`src/rtl/proc_slot_acc.sv`:
```
// proc_slot_acc - slot accumulator stage of the 4-slot symbol detector.
//
// Counts '1' samples of a serial hard-decision stream over four consecutive
// slots (A, B, C, D) of NDATA accepted samples each, then hands the four
// counts to proc_comp in parallel with a one-cycle valid strobe.
//
// Ports:
//   clk       in   system clock, rising edge
//   rst       in   synchronous active-high reset
//   din       in   hard-decision sample
//   dinValid  in   sample qualifier
//   sync      in   symbol-start marker (only meaningful with dinValid=1)
//   doutA..D  out  ones-count per slot, NDATA_LOG+1 bits, held until next symbol
//   doutValid out  one-cycle pulse when doutA..D carry a new symbol
//   locked    out  high while a symbol is being accumulated
module proc_slot_acc #(
  parameter int NDATA     = 128,
  parameter int NDATA_LOG = $clog2(NDATA)
) (
  input  logic                 clk,
  input  logic                 rst,
  input  logic                 din,
  input  logic                 dinValid,
  input  logic                 sync,
  output logic [NDATA_LOG:0]   doutA,
  output logic [NDATA_LOG:0]   doutB,
  output logic [NDATA_LOG:0]   doutC,
  output logic [NDATA_LOG:0]   doutD,
  output logic                 doutValid,
  output logic                 locked
);

  localparam int CW = NDATA_LOG + 1;
  localparam logic [NDATA_LOG-1:0] LAST_SAMPLE = NDATA_LOG'(NDATA - 1);

  typedef enum logic [0:0] {
    IDLE = 1'b0,
    RUN  = 1'b1
  } state_t;

  state_t                 state_r, stateNxt_s;
  logic [NDATA_LOG-1:0]   sampleCnt_r, sampleCntNxt_s;
  logic [1:0]             slotIdx_r, slotIdxNxt_s;
  logic [CW-1:0]          acc_r [4];
  logic [CW-1:0]          accNxt_s [4];
  logic [CW-1:0]          dout_r [4];
  logic [CW-1:0]          doutNxt_s [4];
  logic                   doutValid_r, doutValidNxt_s;
  logic                   locked_r;
  logic [CW-1:0]          dinExt_s;

  assign dinExt_s = {{NDATA_LOG{1'b0}}, din};

  // Next-state logic: symbol start/resync, per-sample accumulation, completion.
  always_comb begin
    stateNxt_s     = state_r;
    sampleCntNxt_s = sampleCnt_r;
    slotIdxNxt_s   = slotIdx_r;
    accNxt_s       = acc_r;
    doutNxt_s      = dout_r;
    doutValidNxt_s = 1'b0;
    case (state_r)
      IDLE, RUN: begin
        if (dinValid && sync) begin
          // A sync sample always opens a fresh symbol as sample 0 of slot A,
          // abandoning any partial one (including on the last sample of D).
          stateNxt_s     = RUN;
          for (int i = 0; i < 4; i++) begin
            accNxt_s[i] = '0;
          end
          accNxt_s[0]    = dinExt_s;
          sampleCntNxt_s = NDATA_LOG'(1);
          slotIdxNxt_s   = 2'd0;
        end else if (dinValid && (state_r == RUN)) begin
          accNxt_s[slotIdx_r] = acc_r[slotIdx_r] + dinExt_s;
          if (sampleCnt_r == LAST_SAMPLE) begin
            sampleCntNxt_s = '0;
            if (slotIdx_r == 2'd3) begin
              // Last sample of slot D: publish, then chain into the next symbol.
              doutNxt_s[0]   = acc_r[0];
              doutNxt_s[1]   = acc_r[1];
              doutNxt_s[2]   = acc_r[2];
              doutNxt_s[3]   = acc_r[3] + dinExt_s;
              doutValidNxt_s = 1'b1;
              for (int i = 0; i < 4; i++) begin
                accNxt_s[i] = '0;
              end
              slotIdxNxt_s   = 2'd0;
            end else begin
              slotIdxNxt_s = slotIdx_r + 2'd1;
            end
          end else begin
            sampleCntNxt_s = sampleCnt_r + NDATA_LOG'(1);
          end
        end else begin
          stateNxt_s = state_r;
        end
      end
      default: begin
        stateNxt_s     = IDLE;
        sampleCntNxt_s = '0;
        slotIdxNxt_s   = 2'd0;
        for (int i = 0; i < 4; i++) begin
          accNxt_s[i] = '0;
        end
      end
    endcase
  end

  // State and output registers with synchronous reset.
  always_ff @(posedge clk) begin
    if (rst) begin
      state_r     <= IDLE;
      sampleCnt_r <= '0;
      slotIdx_r   <= 2'd0;
      for (int i = 0; i < 4; i++) begin
        acc_r[i]  <= '0;
        dout_r[i] <= '0;
      end
      doutValid_r <= 1'b0;
      locked_r    <= 1'b0;
    end else begin
      state_r     <= stateNxt_s;
      sampleCnt_r <= sampleCntNxt_s;
      slotIdx_r   <= slotIdxNxt_s;
      acc_r       <= accNxt_s;
      dout_r      <= doutNxt_s;
      doutValid_r <= doutValidNxt_s;
      locked_r    <= (stateNxt_s == RUN);
    end
  end

  assign doutA     = dout_r[0];
  assign doutB     = dout_r[1];
  assign doutC     = dout_r[2];
  assign doutD     = dout_r[3];
  assign doutValid = doutValid_r;
  assign locked    = locked_r;

endmodule

```
`config.mk`:
```
export PLATFORM = sky130hd
export DESIGN_NAME = proc_slot_acc
export DESIGN_NICKNAME = d
export VERILOG_FILES = /design/src/rtl/proc_slot_acc.sv
export SDC_FILE = /design/constraint.sdc
export NUM_CORES = 1
export LEC_CHECK = 0
export ABC_AREA = 1
export BUFFER_PORTS_ARGS = -buffer_cell sky130_fd_sc_hd__buf_4
export CORE_MARGIN = 4
export CORE_UTILIZATION = 40
export CTS_BUF_LIST = sky130_fd_sc_hd__clkbuf_4 sky130_fd_sc_hd__clkbuf_8
export CTS_CLUSTER_DIAMETER = 200
export DETAILED_ROUTE_END_ITERATION = 10
export GPL_ROUTABILITY_DRIVEN = 0
export PLACE_DENSITY_LB_ADDON = 0.1
export SLEW_MARGIN = 20
export SYNTH_ARGS = -nofsm -noshare
export SYNTH_HDL_FRONTEND = slang
export SYNTH_SLANG_ARGS = --single-unit
```
`constraint.sdc`:
```
create_clock -name clk -period 2.4 [get_ports clk]
set_clock_uncertainty 0.1 [all_clocks]
set_input_delay 0 -clock clk [delete_from_list [all_inputs] [get_ports clk]]
set_output_delay 0 -clock clk [all_outputs]
set_load 0.01 [all_outputs]
```
# Word level (Yosys, flattened, before mapping)
# Index checks and enable logic that the tools add are counted.
# op_classes
n_addsub	4
n_lt_le_gt_ge	2
eq_ne	2
n_mux	15
bitwise	4
n_reduce_logical	8
# op_table
op	n
2-to-1 mux 32 bit	2
2-to-1 mux 25 bit	2
bitwise mux 32 bit	1
2-to-1 mux 8 bit	3
adder 8 x 1 -> 8 bit	2
binary-select mux 8 bit (select 2 bit)	1
demux 8 bit (select 2 bit)	1
adder 7 x 1 -> 7 bit, second input constant	1
== test 7 bit, second input constant	1
2-to-1 mux 7 bit	1
AND reduction 4 bit	1
OR reduction 4 bit	1
greater-or-equal comparator 3 bit, second input constant	1
logical AND 1 bit	3
less-than comparator 3 x 1 -> 1 bit, second input constant	1
2-to-1 mux 1 bit	3
NOT 1 bit	3
NOT 2 -> 3 bit	1
adder 2 x 1 -> 2 bit, second input constant	1
== test 2 bit, second input constant	1
2-to-1 mux 2 bit	1
AND reduction 2 bit	1
nonzero test 2 bit	1
OR reduction 2 bit	1
# totals
ff_bits	75
inputBits	5
output_inout_bits	34
elab_cells	49

# Longest topological paths before layout
# Gate-level depths: netlist (run 1).
# logic_depth
depth_word	10
depth_mapped	15
ltp_nobuf	13

# Least setup slack after synthesis (run 1)
# Ideal clock, no wire load.
# synth_timing
kind	flip-flop to flip-flop
from	register slotIdx_r[0]
to	register acc_r[4] (netlist bit)
setup_time_ns	0.070
arrival_time_ns	1.945
required_time_ns	2.230
setup_slack_ns	0.284
stages_incl_launch_ff	14
n_path_buf	2
period_less_slack_ns	2.116
path_cell_list	dfxtp_1 > buf_6 > clkinv_4 > buf_6 > a21oi_1 > o21ai_0 > o21ai_0 > ha_1 > ha_1 > nand3_1 > nor2_4 > xor2_2 > nand2_1 > a21oi_1
# synth_between
elab_chain_cells	8
word_cells_on_any_way	14
cone_classes	1 x add/sub; 2 x order compare; 1 x eq/ne; 8 x mux; 1 x bitwise; 1 x reduce/logical
# synth_lines
item	line_no	source
from (decl)	43	logic [1:0] slotIdx_r, slotIdxNxt_s;
from (signal assigned)	125	slotIdx_r <= slotIdxNxt_s;
NOT 2 -> 3 bit (implied by the code)	75	accNxt_s[slotIdx_r] = acc_r[slotIdx_r] + dinExt_s;
binary-select mux 8 bit (select 2 bit) (tied with other cells)	75	
2-to-1 mux 8 bit (implied by the code) or logical AND 1 bit (tied branches)	75	
2-to-1 mux 8 bit (implied by the code)	75	
adder 8 x 1 -> 8 bit or demux 8 bit (select 2 bit) (tied branches)	75	
bitwise mux 32 bit	75	
2-to-1 mux 32 bit	78	if (slotIdx_r == 2'd3) begin
2-to-1 mux 32 bit *	76	if (sampleCnt_r == LAST_SAMPLE) begin
to (signal assigned)	126	acc_r <= accNxt_s;
to (decl)	44	logic [CW-1:0] acc_r [4];
# Mark *: on every way between the ends. The rest lies on a longest branch, timed or not. The select of a mux whose other input is x is not followed.
# A chain may end at the register's enable or synchronous reset.

# Worst setup path after layout (run 1)
# layout_timing
from	register slotIdx_r[0]
to	register acc_r[24] (netlist bit)
# layout_between
elab_chain_cells	10
word_cells_on_any_way	16
cone_classes	1 x add/sub; 2 x order compare; 1 x eq/ne; 10 x mux; 1 x bitwise; 1 x reduce/logical
# layout_lines
item	line_no	source
NOT 2 -> 3 bit (implied by the code)	75	
binary-select mux 8 bit (select 2 bit) (tied with other cells)	75	
2-to-1 mux 8 bit (implied by the code) or logical AND 1 bit (tied branches)	75	
2-to-1 mux 8 bit (implied by the code)	75	
adder 8 x 1 -> 8 bit or demux 8 bit (select 2 bit) (tied branches)	75	
bitwise mux 32 bit	75	
2-to-1 mux 32 bit	78	
2-to-1 mux 32 bit *	76	
2-to-1 mux 25 bit *	74	end else if (dinValid && (state_r == RUN)) begin
2-to-1 mux 25 bit *	64	if (dinValid && sync) begin
# Marks and branches as above.

==> impl_metrics.csv, run 1 <==
group,metric,value,unit
routing,drt-initial-drc-count,247,
worst_setup_path,cp-startpoint,"slotIdx_r[0]$_SDFFE_PP0N_",
power_and_ir_drop,clockPowerShare,45.4,%
yosys,yosys-top-cells-area,"dfxtp_1 (42%), nand2_1 (15%), a21oi_1 (8.2%)",
worst_setup_path,slowest_stage,"dlygate4sd3_1",
clock_network,cts_buffers,9,
final_layout,syn_to_final_growth,17.8,%
timing,period_minus_slack,2.19,ns
yosys,async_reset_ff_share,0,%
routing,drtAntennaViolNets,0,
floorplanning,io_pins,39,
power_and_ir_drop,internal_power,1930,uW
yosys,syn_area,0.00360,sq mm
timing,post-route-period-util,91.1,%
grt,grt_max_degree,25,
worst_setup_path,rrSetupSlack,0.21,ns
flow_run,max-cap-violations,0,
floorplanning,die_h,103,microns
worst_setup_path,cp_data_arrival_time,2.38,ns
worst_hold_path,worstHoldPathCells,4,
power_and_ir_drop,p_comb_share,3.8,%
yosys,synth_top_area_cell,"dfxtp_1",
yosys,synth_compound_area_share,14.2,%
clock_network,clockBufferDepth,2,
yosys,yosys.area_share.adder,3.13,%
power_and_ir_drop,netSwitchingPower,532,uW
worst_setup_path,reg2regPathDepth,9,
power_and_ir_drop,switching_share,21.6,%
power_and_ir_drop,power_density,581,mW/mm^2
power_and_ir_drop,power,2460,uW
timing,finalSetupViolCount,0,
floorplanning,dieWidth,103,microns
floorplanning,dieArea,0.0106,sq mm
yosys,yosysMostFrequentCell,"nand2_1",
floorplanning,start_util,41.3,%
routing,wl_per_cell,14.2,microns
power_and_ir_drop,seq_power_share,50.9,%
worst_setup_path,critical-path-max-stage-delay,0.55,ns
clock_network,cts_tree,"built",
yosys,ys_warn_count,0,
yosys,synth-edff-count,0,
clock_network,cts_root_buf,"clkbuf_8",
routing,viasPerCell,5.03,
final_layout,drive_above_1_share,17.7,%
timing,timing.fmax,0.457,GHz
grt,grtUsageTotal,18.5,%
power_and_ir_drop,peakVddDrop,281,uV
worst_setup_path,path_cells,"clkinv_4 > buf_4 > ha_1 > inv_2 > nand2_1 > a21oi_1 > nand3_1 > a21oi_1 > dlygate4sd3_1",
grt,grt_first_pass_wirelength,15.1,mm
floorplanning,core_area,0.00872,sq mm
run_status,outcome,"completed",
yosys,synth-simple-area-share,29.3,%
routing,drc,0,
final_layout,fin_util,48.6,%
yosys,synth_top_flop_cell,"dfxtp_1",
placement,io_buffers,38,
yosys,ys_ff_latch,75,
yosys,synth_xor_xnor_area_share,3.09,%
grt,gr-total-overflow,0,
worst_hold_path,hold_end,"doutD[0]$_SDFFE_PP0P_",
clock_network,numClockSinks,75,
worst_hold_path,min_from,"din",
clock_network,htreeDepth,3,
worst_hold_path,hp-class,"in -> reg",
power_and_ir_drop,total_leakage_power,0.00165,uW
routing,wirelength,9.16,mm
yosys,synth_top_area_share,41.7,%
yosys,synthMuxAreaShare,0,%
floorplanning,rows,34,
worst_setup_path,r2r-end,"acc_r[24]$_SDFFE_PP0P_",
worst_setup_path,crit_top_cell,"a21oi_1",
timing,relSlewSlack,58.3,%
grt,antenna_found_initial,0,
timing,fin_tns_setup,0,ns
final_layout,diodes,0,
yosys,synthCells,487,
clock_network,path_clk_slew,0.08,ns
worst_setup_path,crit_fanout,15,
clock_network,clkLatencyLatePin,0.35,ns
worst_setup_path,cp-end-kind,"flop",
grt,grt_pass1_vias,3014,
yosys,synth_top_family_by_area,"simple AND/OR/NAND/NOR gates",
yosys,synth_nets,501,
final_layout,fill_cells,870,
timing,hold_violations,0,
placement,place_hpwl,6.68,mm
timing,rsz0062_at_grt,"false",
yosys,synth_cell_types,34,
final_layout,nets,545,
timing,slew_violations,0,
worst_setup_path,worstPathRequired,2.60,ns
yosys,synth.avg_cell_area,7.39,sq um
yosys,synth.top_cells.by_count,"nand2_1 (147), dfxtp_1 (75), a21oi_1 (59), nand3_1 (39), inv_1 (37)",
worst_setup_path,cp-start-kind,"flop",
yosys,synth-seq-area-share,41.7,%
routing,vias,3242,
timing,tightest_slew,0.624,ns
worst_setup_path,r2r_start,"slotIdx_r[0]$_SDFFE_PP0N_",
routing,firstDrtPassIters,4,
timing,whs,0.0239,ns
worst_setup_path,criticalPathCategory,"reg -> reg",
==> metal layers <==
metal | routed length (microns) | up-vias | global-route usage [%]
li1 | - | 1682 | -
met1 | 4390 | 1457 | 26.0
met2 | 3990 | 89 | 27.7
met3 | 619 | 14 | 4.19
met4 | 165 | 0 | 7.27
met5 | 0 | - | 0
==> worst max-delay path: cells and delay by family, from the launching register on <==
| family | cells | cell delay, ns |
|---|---|---|
| AO/OA/AOI/OAI | 2 | 0.24 |
| flip-flops | 1 | 0.40 |
| buffers and inverters | 4 | 0.97 |
| adder cells (fa/ha/maj) | 1 | 0.29 |
| AND/OR/NAND/NOR | 2 | 0.15 |
==> flip-flops by register name (all words and copies together), names as in the netlist, 2 cells and up, named ones only <==
signal / cells
acc_r: 30
doutA: 8
doutB: 8
doutC: 8
doutD: 8
sampleCnt_r: 7
slotIdx_r: 2
==> how the worst max path moves through the flow <==
stage	endpoint	slack, ns	cells after the start
final	acc_r[24]$_SDFFE_PP0P_	0.21	9
after CTS	acc_r[24]$_SDFFE_PP0P_	0.08	9
after global placement	acc_r[20]$_SDFFE_PP0P_	0.26	10
after global routing	acc_r[24]$_SDFFE_PP0P_	0.07	9
after detailed placement	acc_r[12]$_SDFFE_PP0P_	0.21	10
after floorplan	acc_r[4]$_SDFFE_PP0P_	0.28	13
==> layout make-up <==
cell class,instances,area [sq um],share of cell area (%)
Clock buffer,12,159,3.75
Clock inverter,4,72.6,1.71
Inverter,42,163,3.83
Multi-Input combinational cell,349,1790,42.2
Sequential cell,75,1500,35.4
Tap cell,108,135,3.19
Timing Repair Buffer,54,419,9.88
==> what timing repair did <==
| item | CTS | global route |
|---|---|---|
| gates resized for setup | 0 | 3 |
| endpoints found under the hold margin | 6 | 0 |
| endpoints found under the setup margin | 0 | 6 |
| hold buffers | 4 | 0 |
| buffers inserted | 0 | 1 |
==> through the flow <==
stage	cells	setup WS, ns	cell area, sq um
finish	644	0.213	4240
global route	644	0.0697	4240
CTS	643	0.0767	4230
detailed placement	623	0.210	3960
global placement	623	0.257	3960
floorplan	487	0.284	3600
==> power groups by stage <==
stage | clock network [uW] | logic, uW | registers (uW)
6_report | 1120 | 92.4 | 1250
4_1_cts | 1150 | 90.0 | 1250
2_1_floorplan | 0 | 51.0 | 1280
5_1_grt | 1190 | 102 | 1250
3_3_place_gp | 0 | 84.0 | 1280
3_5_place_dp | 0 | 83.9 | 1280
==> cell usage in the layout, fill, tap and decap left out, drive strengths merged, types with 12 or more instances in the layout <==
| cell | n |
|---|---|
| inv | 40 |
| clkbuf | 12 |
| nand2 | 149 |
| a21oi | 67 |
| nand4 | 12 |
| nor2 | 29 |
| nand3 | 42 |
| dfxtp | 75 |
| o21ai | 18 |
| buf | 50 |
==> cell families after synthesis <==
group,count (synthesis)
compound gates,92
xor+xnor,11
simple gates,237
buf+inv,63
flops,75
fa+ha+maj,9
(Power assumes the default switching activity.)
==> run 2: changes to the inputs <==
ABC_AREA = not set   (was 1)
ABC_CLOCK_PERIOD_IN_PS = 2400   (was not set)
==> impl_metrics.csv, run 2 <==
group,metric,value,unit
yosys,ys_warn_count,0,
yosys,synth-edff-count,0,
clock_network,htreeDepth,3,
worst_setup_path,reg2regPathDepth,7,
placement,io_buffers,38,
timing,tightest_slew,0.724,ns
final_layout,multi_input_area,0.00165,sq mm
worst_setup_path,rrSetupSlack,0.17,ns
clock_network,clkLatencyLatePin,0.34,ns
final_layout,nets,431,
timing,rsz0062_at_grt,"false",
yosys,yosys-top-cells-area,"dfxtp_1 (46%), nand2_1 (11%), a21oi_1 (6.3%)",
routing,drc,0,
routing,firstDrtPassIters,4,
routing,wl_per_cell,14.5,microns
timing,post-route-period-util,92.8,%
clock_network,cts_buffers,9,
floorplanning,rows,32,
yosys,synth.avg_cell_area,8.75,sq um
run_status,outcome,"completed",
grt,met3_usage,4.64,%
yosys,async_reset_ff_share,0,%
floorplanning,dieArea,0.00965,sq mm
clock_network,numClockSinks,75,
routing,drtAntennaViolNets,0,
power_and_ir_drop,peakVddDrop,278,uV
worst_setup_path,cp_data_arrival_time,2.34,ns
yosys,synth_top_area_share,46.1,%
yosys,synthCells,372,
yosys,synth_nets,386,
worst_setup_path,crit_fanout,3,
worst_setup_path,cp-start-kind,"flop",
worst_setup_path,r2r-end,"acc_r[10]$_SDFFE_PP0P_",
final_layout,largest_register_ffs,30,
grt,gr-total-overflow,0,
yosys,synth_top_flop_cell,"dfxtp_1",
final_layout,layout_common_cells,"nand2_1 (95), dfxtp_1 (75), buf_4 (47)",
final_layout,fill_cells,773,
timing,hold_violations,0,
routing,vias,2705,
grt,antenna_found_initial,0,
yosys,synth-seq-area-share,46.1,%
timing,slew_violations,0,
final_layout,largest_register,"acc_r",
worst_setup_path,cp-end-kind,"flop",
grt,busiest_layer,"met2",
clock_network,cts_root_buf,"clkbuf_8",
final_layout,seq_area,0.00150,sq mm
grt,grtUsageTotal,16.7,%
grt,gr-usage-met1,19.8,%
floorplanning,core_area,0.00781,sq mm
timing,timing.fmax,0.449,GHz
floorplanning,dieWidth,98.2,microns
yosys,synth.top_cells.by_count,"nand2_1 (95), dfxtp_1 (75), a21oi_1 (41), nor2_1 (19), o21ai_0 (16)",
yosys,syn_area,0.00326,sq mm
grt,grt_max_degree,37,
grt,grt_pass1_vias,2625,
worst_setup_path,criticalPathCategory,"reg -> reg",
routing,drt-initial-drc-count,64,
clock_network,cts_tree,"built",
worst_hold_path,hp-class,"in -> reg",
grt,use_met2,29.4,%
timing,fin_tns_setup,0,ns
grt,grt_first_pass_wirelength,13.0,mm
yosys,synth_top_area_cell,"dfxtp_1",
flow_run,max-cap-violations,0,
clock_network,clockBufferDepth,2,
floorplanning,start_util,41.7,%
power_and_ir_drop,power_density,610,mW/mm^2
yosys,ys_ff_latch,75,
floorplanning,io_pins,39,
worst_setup_path,cp-startpoint,"slotIdx_r[0]$_SDFFE_PP0N_",
worst_setup_path,worstPathRequired,2.52,ns
placement,place_hpwl,5.78,mm
clock_network,path_clk_slew,0.08,ns
timing,relSlewSlack,51.3,%
final_layout,drive_above_1_share,18.0,%
power_and_ir_drop,power,2390,uW
power_and_ir_drop,total_leakage_power,0.00142,uW
routing,wirelength,7.62,mm
final_layout,layout_commonest_cell,"nand2_1",
routing,viasPerCell,5.16,
clock_network,post_cts.repair.setup_buffers,0,
final_layout,syn_to_final_growth,20.4,%
yosys,synth_cell_types,38,
yosys,yosysMostFrequentCell,"nand2_1",
floorplanning,die_h,98.2,microns
timing,finalSetupViolCount,0,
worst_hold_path,min_from,"rst",
timing,period_minus_slack,2.23,ns
worst_hold_path,hold_end,"doutA[2]$_SDFFE_PP0P_",
worst_hold_path,worstHoldPathCells,3,
final_layout,diodes,0,
worst_setup_path,r2r_start,"slotIdx_r[0]$_SDFFE_PP0N_",
==> run 2: worst max-delay path, cell delays in order, from the launching register on <==
cell and delay, ns:
dfxtp_1 0.34, mux4_1 0.55, ha_1 0.23, ha_1 0.24, xnor2_1 0.29, a211oi_2 0.10
a22oi_1 0.21, nor2_1 0.05
==> run 2: cell families (layout without fill, tap and decap cells) <==
group | count (synthesis) | in the layout | synth area share [%]
and+or+nand+nor | 154 | 154 | 20.7
AOI/OAI and AO/OA | 87 | 87 | 14.7
DFF | 75 | 75 | 46.1
buffers and inverters | 20 | 70 | 3.42
xor gates and xnor gates | 15 | 15 | 4.73
muxes | 12 | 12 | 6.84
adders and majority gates | 9 | 9 | 3.46
==> run 2: what timing repair did <==
action,CTS,global route
hold buffers,4,0
gates resized for setup,0,1
endpoints found under the hold margin,6,0
setup endpoints to repair,0,3
==> run 2: worst max path at each step <==
stage                                   endpoint  slack [ns]  depth (start not counted)
after global placement    acc_r[18]$_SDFFE_PP0P_        0.19                          7
after floorplan           acc_r[10]$_SDFFE_PP0P_        0.09                          8
after global routing      acc_r[18]$_SDFFE_PP0P_        0.05                          7
final                     acc_r[10]$_SDFFE_PP0P_        0.17                          7
after CTS                 acc_r[18]$_SDFFE_PP0P_        0.06                          7
after detailed placement  acc_r[18]$_SDFFE_PP0P_        0.09                          7
==> run 2: where the power goes <==
part,leakage [uW],internal (uW),switching (uW)
registers,0.000604,1250,4.39
logic,0.000709,27.5,51.4
clock network,0.000110,599,462
total,0.00142,1870,518
==> run 2: final cells by class <==
class                           count  share of cell area (%)
Inverter                            2                   0.192
Clock buffer                       10                    3.35
Timing Repair Buffer               52                    10.5
Sequential cell                    75                    38.3
Multi-Input combinational cell    277                    42.0
Clock inverter                      6                    2.30
Tap cell                          102                    3.26
==> run 2: per-layer routing <==
metal | wire, microns | vias up | share of wire (%)
li1 | - | 1384 | -
met1 | 3340 | 1280 | 44
met2 | 3940 | 31 | 52
met3 | 220 | 10 | 2.9
met4 | 113 | 0 | 1.5
met5 | 0 | - | 0
==> run 2: through the flow <==
step	instance area (sq um)	hold WS, ns	utilization (%)	std cells	worst slack, ns
after global placement	3650	0.188	46.8	504	0.187
after CTS	3910	0.0852	50.1	524	0.0593
final	3920	0.102	50.2	524	0.173
after detailed placement	3650	0.202	46.8	504	0.0878
after floorplan	3260	0.0406	-	372	0.0902
after global routing	3920	0.106	50.2	524	0.0514
